### src/rtl/inst_queue_sequencer_if.sv
// Prefetch-side and scheduler-side signals of the instruction queue sequencer.
// The slave modport is the sequencer; the master modport drives it.
interface inst_queue_sequencer_if #(
    parameter int unsigned DEPTH      = 2,
    parameter int unsigned MAX_STAGES = 2
) ();
    localparam int unsigned SB = $clog2(MAX_STAGES);
    localparam int unsigned CB = $clog2(DEPTH + 1);

    logic          in_valid;
    logic [15:0]   in_inst;
    logic          in_ready;
    logic          flush;
    logic          uop_valid;
    logic [15:0]   uop_inst;
    logic [SB-1:0] uop_stage;
    logic          uop_pre;
    logic          uop_last;
    logic          uop_done;
    logic          inst_retired;
    logic [CB-1:0] queue_count;

    modport master (
        output in_valid, in_inst, flush, uop_done,
        input  in_ready, uop_valid, uop_inst, uop_stage, uop_pre, uop_last,
               inst_retired, queue_count
    );

    modport slave (
        input  in_valid, in_inst, flush, uop_done,
        output in_ready, uop_valid, uop_inst, uop_stage, uop_pre, uop_last,
               inst_retired, queue_count
    );
endinterface

### src/rtl/inst_queue_sequencer.sv
// Circular instruction FIFO that presents its head once per stage; call-type
// instructions get an extra push-pc pre-stage. Flush drops everything queued.
module inst_queue_sequencer #(
    parameter int unsigned DEPTH        = 2,
    parameter int unsigned MAX_STAGES   = 2,
    parameter logic [3:0]  CC_CALL_CODE = 4'hf,
    parameter bit          CALL_SRC_EN  = 1'b1
) (
    input logic                    clk,
    input logic                    reset,
    inst_queue_sequencer_if.slave  bus
);
    localparam int unsigned SB = $clog2(MAX_STAGES);
    localparam int unsigned CB = $clog2(DEPTH + 1);
    localparam int unsigned PW = (DEPTH > 1) ? $clog2(DEPTH) : 1;

    logic [15:0]   mem_q [DEPTH];
    logic [PW-1:0] wr_ptr_q, wr_ptr_d;
    logic [PW-1:0] rd_ptr_q, rd_ptr_d;
    logic [CB-1:0] count_q, count_d;
    logic [SB-1:0] stage_q, stage_d;

    logic [15:0] head;
    logic        is_call;
    logic        last;
    logic        in_ready;
    logic        uop_valid;
    logic        push;
    logic        retire;
    logic        advance;

    function automatic logic [PW-1:0] ptr_inc(input logic [PW-1:0] p);
        return (p == PW'(DEPTH - 1)) ? '0 : p + PW'(1);
    endfunction

    always_comb begin
        head    = mem_q[rd_ptr_q];
        is_call = ((head[15:12] == 4'h0) && (head[11:8] == CC_CALL_CODE)) ||
                  (CALL_SRC_EN && (head[15:6] == 10'b0010000001));
        last    = is_call ? (stage_q == SB'(1)) : (stage_q == '0);

        // Ready looks only at registered occupancy, so a same-cycle pop never raises it.
        in_ready  = !reset && !bus.flush && (count_q < CB'(DEPTH));
        uop_valid = !reset && !bus.flush && (count_q != '0);
        push      = bus.in_valid && in_ready;
        retire    = uop_valid && bus.uop_done && last;
        advance   = uop_valid && bus.uop_done && !last;
    end

    always_comb begin
        wr_ptr_d = wr_ptr_q;
        rd_ptr_d = rd_ptr_q;
        count_d  = count_q;
        stage_d  = stage_q;
        if (bus.flush) begin
            rd_ptr_d = wr_ptr_q;
            count_d  = '0;
            stage_d  = '0;
        end else begin
            if (push) begin
                wr_ptr_d = ptr_inc(wr_ptr_q);
            end
            if (retire) begin
                rd_ptr_d = ptr_inc(rd_ptr_q);
                stage_d  = '0;
            end else if (advance) begin
                stage_d = stage_q + SB'(1);
            end
            if (push && !retire) begin
                count_d = count_q + CB'(1);
            end else if (retire && !push) begin
                count_d = count_q - CB'(1);
            end
        end
    end

    always_ff @(posedge clk) begin
        if (reset) begin
            wr_ptr_q <= '0;
            rd_ptr_q <= '0;
            count_q  <= '0;
            stage_q  <= '0;
        end else begin
            wr_ptr_q <= wr_ptr_d;
            rd_ptr_q <= rd_ptr_d;
            count_q  <= count_d;
            stage_q  <= stage_d;
        end
    end

    // Storage needs no reset; push is already blocked during reset and flush.
    always_ff @(posedge clk) begin
        if (push) begin
            mem_q[wr_ptr_q] <= bus.in_inst;
        end
    end

    assign bus.in_ready     = in_ready;
    assign bus.uop_valid    = uop_valid;
    assign bus.uop_inst     = head;
    assign bus.uop_stage    = stage_q;
    assign bus.uop_pre      = is_call && (stage_q == '0);
    assign bus.uop_last     = last;
    assign bus.inst_retired = retire;
    assign bus.queue_count  = count_q;
endmodule

### src/flat_wrapper.sv
// flat-port wrapper written by rule: the top's interface ports become plain ports
module inst_queue_sequencer_flat 
#(
    parameter int unsigned DEPTH        = 2,
    parameter int unsigned MAX_STAGES   = 2,
    parameter logic [3:0]  CC_CALL_CODE = 4'hf,
    parameter bit          CALL_SRC_EN  = 1'b1
)
  (clk, reset, bus_in_valid, bus_in_inst, bus_flush, bus_uop_done, bus_in_ready, bus_uop_valid, bus_uop_inst, bus_uop_stage, bus_uop_pre, bus_uop_last, bus_inst_retired, bus_queue_count);
  inst_queue_sequencer_if #(.DEPTH(DEPTH), .MAX_STAGES(MAX_STAGES)) bus_i ();
  input logic clk;
  input logic reset;
  input wire logic [$bits(bus_i.in_valid)-1:0] bus_in_valid;
  input wire logic [$bits(bus_i.in_inst)-1:0] bus_in_inst;
  input wire logic [$bits(bus_i.flush)-1:0] bus_flush;
  input wire logic [$bits(bus_i.uop_done)-1:0] bus_uop_done;
  output wire logic [$bits(bus_i.in_ready)-1:0] bus_in_ready;
  output wire logic [$bits(bus_i.uop_valid)-1:0] bus_uop_valid;
  output wire logic [$bits(bus_i.uop_inst)-1:0] bus_uop_inst;
  output wire logic [$bits(bus_i.uop_stage)-1:0] bus_uop_stage;
  output wire logic [$bits(bus_i.uop_pre)-1:0] bus_uop_pre;
  output wire logic [$bits(bus_i.uop_last)-1:0] bus_uop_last;
  output wire logic [$bits(bus_i.inst_retired)-1:0] bus_inst_retired;
  output wire logic [$bits(bus_i.queue_count)-1:0] bus_queue_count;
  assign bus_i.in_valid = bus_in_valid;
  assign bus_i.in_inst = bus_in_inst;
  assign bus_i.flush = bus_flush;
  assign bus_i.uop_done = bus_uop_done;
  assign bus_in_ready = bus_i.in_ready;
  assign bus_uop_valid = bus_i.uop_valid;
  assign bus_uop_inst = bus_i.uop_inst;
  assign bus_uop_stage = bus_i.uop_stage;
  assign bus_uop_pre = bus_i.uop_pre;
  assign bus_uop_last = bus_i.uop_last;
  assign bus_inst_retired = bus_i.inst_retired;
  assign bus_queue_count = bus_i.queue_count;
  inst_queue_sequencer #(.DEPTH(DEPTH), .MAX_STAGES(MAX_STAGES), .CC_CALL_CODE(CC_CALL_CODE), .CALL_SRC_EN(CALL_SRC_EN)) u_core (.clk(clk), .reset(reset), .bus(bus_i));
endmodule
### config.mk
export PLATFORM = sky130hd
export DESIGN_NAME = inst_queue_sequencer_flat
export DESIGN_NICKNAME = d
export VERILOG_FILES = /design/src/rtl/inst_queue_sequencer_if.sv /design/src/rtl/inst_queue_sequencer.sv /design/src/flat_wrapper.sv
export SDC_FILE = /design/constraint.sdc
export NUM_CORES = 1
export LEC_CHECK = 0
export CAP_MARGIN = 15
export CORE_MARGIN = 2
export CORE_UTILIZATION = 46
export CTS_BUF_LIST = sky130_fd_sc_hd__clkbuf_8 sky130_fd_sc_hd__clkbuf_16
export CTS_CLUSTER_DIAMETER = 200
export DETAILED_ROUTE_END_ITERATION = 8
export HOLD_SLACK_MARGIN = 0.12
export PLACE_DENSITY = 0.78
export SLEW_MARGIN = 20
export SYNTH_ARGS = -nofsm -noshare
export SYNTH_HDL_FRONTEND = slang
export SYNTH_SLANG_ARGS = --single-unit
### constraint.sdc
create_clock -name clk -period 2.7 [get_ports clk]
set_clock_uncertainty 0.1 [all_clocks]
set_input_delay 0.81 -clock clk [delete_from_list [all_inputs] [get_ports clk]]
set_output_delay 0.81 -clock clk [all_outputs]
set_load 0.02 [all_outputs]
# After elaboration in Yosys (flattened, before gate mapping)
# Memories as Yosys holds them, arrays and structs flattened. A register that Yosys moved wholly into a read port is not among the register bits.
# Index checks and enable logic that the tools add are counted.
# word_totals
regBits	5
ram_bits	32
memories	1
# classes
n_addsub	5
n_lt_le_gt_ge	1
n_eq_ne	2
n_mux	11
bitwise_logic	2
reduce_logical	24
# mem_list
name	depth	word_bits	rd	rd_ports_with_merged_regs	write_ports	line_no	source
u_core.mem_q	2	16	1	1	1	inst_queue_sequencer.sv:17	logic [15:0] mem_q [DEPTH];
# op_table
cell	n
$logic_and 1x1->1	11
$eq 10x8->1 const B	1
$mux 1	9
$reduce_bool 2->1	3
$logic_not 1->1	5
$eq 4x4->1 const B	1
$logic_not 4->1	1
$mux 2	2
$add 1x1->1 const B	3
$reduce_or 3->1	1
$add 2x1->2 const B	1
$lt 2x2->1 const B	1
$not 1->1	2
$reduce_and 2->1	1
$reduce_or 2->1	1
$sub 2x1->2 const B	1
$logic_or 1x1->1	1

# Longest topological paths before layout
# depth
word_depth	9
mapped_depth	13
mapped_depth_nobuf	11

# Least setup slack after synthesis
# No wires, ideal clock.
# synth_path
path_type	reg-to-output
from	register (tool-made name)
to	output bus_inst_retired
arrival_ns	1.837
required_ns	1.790
slack_ns	-0.047
stages_incl_launch_ff	9
n_path_buf	1
path_cell_list	dfxtp_1 buf_6 mux2_4 nor2b_1 nand4_1 a21boi_1 ha_1 nand4b_1 inv_1
# synth_rtl
item	line_no	source
end, declared	flat_wrapper.sv:23	output wire logic [$bits(bus_i.inst_retired)-1:0] bus_inst_retired;

==> impl_metrics.env <==
export IMPL_grt_pass1_vias=1034
export IMPL_slew_violations=0
export IMPL_swShare_pct=21.6
export IMPL_grt_pass1_wl_um=4710
export IMPL_antenna_found_initial=0
export IMPL_leakage_nw=0.903
export IMPL_area_delta_synth_final_pct=50.3
export IMPL_clk_pin_slew_ns=0.06
export IMPL_max_cap_viol_count=0
export IMPL_ys_seq_area_share_pct=69.8
export IMPL_ys_ff_latch=38
export IMPL_finalCritPeriodShare_pct=112
export IMPL_cts_buffer_depth=2
export IMPL_yosysTopAreaCell="edfxtp_1"
export IMPL_pwr_share_comb_pct=14.2
export IMPL_post_route_drc_count=0
export IMPL_vias=1011
export IMPL_worstPathRequired_ns=1.79
export IMPL_n_fill_cell=228
export IMPL_powerDensity_nw_per_um2=501
export IMPL_fin_nets=185
export IMPL_reg2reg_setup_slack_ns=0.11
export IMPL_synthFlopType="edfxtp_1"
export IMPL_cts_sinks=38
export IMPL_synth_cell_types=24
export IMPL_core_area_um2=3280
export IMPL_cts_tree="done"
export IMPL_root_buffer="clkbuf_8"
export IMPL_status="complete, but fails checks"
export IMPL_drt_wirelength_per_cell_um=16.0
export IMPL_power_switching_mw=0.252
export IMPL_critPathLaunchType="flip-flop"
export IMPL_die_area_um2=3850
export IMPL_dp_cells=196
export IMPL_critPathKind="reg2out"
export IMPL_diodes=0
export IMPL_hold_buffers=0
export IMPL_synth_enable_flop_cells=32
export IMPL_htree_levels=2
export IMPL_fmax_ghz=0.330
export IMPL_min_period_ns=3.03
export IMPL_drt_initial_drc_count=19
export IMPL_cts_buffers=5
export IMPL_syn_nets=120
export IMPL_ioPinCount=45
export IMPL_tightest_slew_ns=0.235
export IMPL_slew_headroom_pct=84.3
export IMPL_rsz0062_at_grt="true"
export IMPL_p_seq_share_pct=56.3
export IMPL_pre_cts_slack_ns=-0.474
export IMPL_grt_overflow=0
export IMPL_setup_viol=3
export IMPL_row_count=21
export IMPL_routed_wl_um=3340
export IMPL_die_w_um=62.0
export IMPL_power_frac_clock_pct=29.5
export IMPL_hold_viol_final=0
export IMPL_yosys_warnings=0
export IMPL_drt_vias_per_instance=4.86
export IMPL_syn_inst=97
export IMPL_cp_max_fo=5
export IMPL_hold_ws_ns=0.496
export IMPL_grt_use_total_pct=18.1
export IMPL_fin_cells=208
export IMPL_fp_dieH_um=62.0
export IMPL_first_pass_iters=4
export IMPL_violations="setup timing"
export IMPL_setup_slack_ns=-0.334
export IMPL_critPathCaptureType="output pin"
export IMPL_dp_hpwl_um=2070
export IMPL_synth_area_leaders="edfxtp_1, mux2_2, dfxtp_1"
export IMPL_async_flop_share_pct=0
export IMPL_finalSetupTns_ns=-0.693
export IMPL_initial_core_util_pct=47.2
export IMPL_p_int_mw=0.914
export IMPL_gp_congestion=0.749
export IMPL_ant_nets=0
export IMPL_grt_max_degree=17
export IMPL_synth_avg_cell_area_um2=16.0
export IMPL_hold_class="reg2reg"
export IMPL_drive_gt1_share_pct=33.3
export IMPL_arrival_ns=2.12
export IMPL_clk_latency_ns=0.29
export IMPL_synth_top_area_share_pct=62.0
export IMPL_netlist_area_um2=1550
export IMPL_port_buffers=44
export IMPL_peakVddDrop_mv=0.253
==> sequential cells by signal, summed over array words and instances (netlist names), named ones only <==
| register | cells |
|---|---|
| u_core.bus.uop_stage | 1 |
| u_core.wr_ptr_q | 1 |
| u_core.bus.queue_count | 2 |
| u_core.rd_ptr_q | 1 |
| u_core.mem_q | 32 |
==> cells by family (layout without fill, tap and decap cells) <==
kind of cell	count (synthesis)	in the layout	synth area share, %
buffers and inverters	9	74	3.07
XOR/XNOR	5	5	2.83
AND/OR/NAND/NOR	22	22	7.51
multiplexers	17	17	13.2
adder cells (fa/ha/maj)	2	2	1.62
AO/OA/AOI/OAI	4	4	1.94
flip-flops	38	38	69.8
==> metrics by stage <==
step | cell area, um2 | util, % | power, mW
floorplan | 1550 | - | 0.739
global placement | 2140 | 65.3 | 0.818
detailed placement | 2140 | 65.3 | 0.823
CTS | 2290 | 69.7 | 1.17
global route | 2330 | 70.9 | 1.21
finish | 2330 | 70.9 | 1.17
==> power by group through the flow <==
| stage | combinational (mW) | clock, mW | sequential, mW |
|---|---|---|---|
| global route | 0.176 | 0.379 | 0.657 |
| CTS | 0.162 | 0.354 | 0.656 |
| floorplan | 0.0718 | 0 | 0.667 |
| global placement | 0.151 | 0 | 0.667 |
| detailed placement | 0.155 | 0 | 0.668 |
| finish | 0.165 | 0.344 | 0.657 |
==> layer usage <==
| layer | global-route usage, % | share of wire (%) | up-vias |
|---|---|---|---|
| li1 | - | - | 485 |
| met1 | 18.3 | 37 | 482 |
| met5 | 0 | 0 | - |
| met2 | 32.6 | 55 | 34 |
| met4 | 10.0 | 3.0 | 0 |
| met3 | 6.00 | 5.4 | 10 |
==> worst paths after layout <==
| check | start | end | depth (start not counted) |
|---|---|---|---|
| max | flip-flop | bus_inst_retired | 9 |
| min | u_core.bus.queue_count[0] | u_core.bus.queue_count[0] | 2 |
| max reg2reg | flip-flop | u_core.bus.queue_count[1] | 13 |
| min reg2reg | u_core.bus.queue_count[0] | u_core.bus.queue_count[0] | 2 |
==> worst max-delay path, stage by stage (launching register included) <==
cell and delay [ns]:
dfxtp_4 0.39, buf_16 0.12, mux2_4 0.33, nor2b_4 0.11, nand4_1 0.15, a21boi_2 0.22
ha_4 0.22, nand4b_1 0.13, inv_2 0.05, buf_6 0.12
==> what timing repair did <==
item | CTS | global route
endpoints found under the hold margin | 0 | 0
pin swaps | 6 | 4
resized for setup | 47 | 9
cloned | 1 | 0
setup buffers | 3 | 1
endpoints found under the setup margin | 13 | 9
==> layout make-up <==
class	instances	area (um2)	share of cell area [%]
clock buffers	5	68.8	2.96
clock inverters	2	7.51	0.322
inverters	5	18.8	0.806
multi-input cells	50	475	20.4
flip-flops and latches	38	1080	46.6
well taps	46	57.6	2.47
repair buffers	62	616	26.4
==> cells in the final DEF (no fill, tap or decap), types with 2 or more instances in the layout <==
cell type and n:
edfxtp_1 32, clkdlybuf4s50_1 26, buf_4 15, mux2_2 10, dlygate4sd2_1 10, nor2_1 8, inv_1 6, mux2_4 6
clkbuf_8 5, dfxtp_1 5, nor3_1 4, buf_6 4, xnor2_1 3, dlymetal6s2s_1 3, nor2_2 2, nand4_1 2
xor2_1 2, ha_4 2, buf_12 2
==> Yosys cell counts, drive strengths merged (2+ instances only) <==
| cell type | number |
|---|---|
| edfxtp | 32 |
| mux2 | 16 |
| nor2 | 10 |
| dfxtp | 6 |
| nor3 | 6 |
| inv | 5 |
| buf | 4 |
| xnor2 | 3 |
| ha | 2 |
| nand4 | 2 |
| xor2 | 2 |
(Power assumes the default switching activity.)
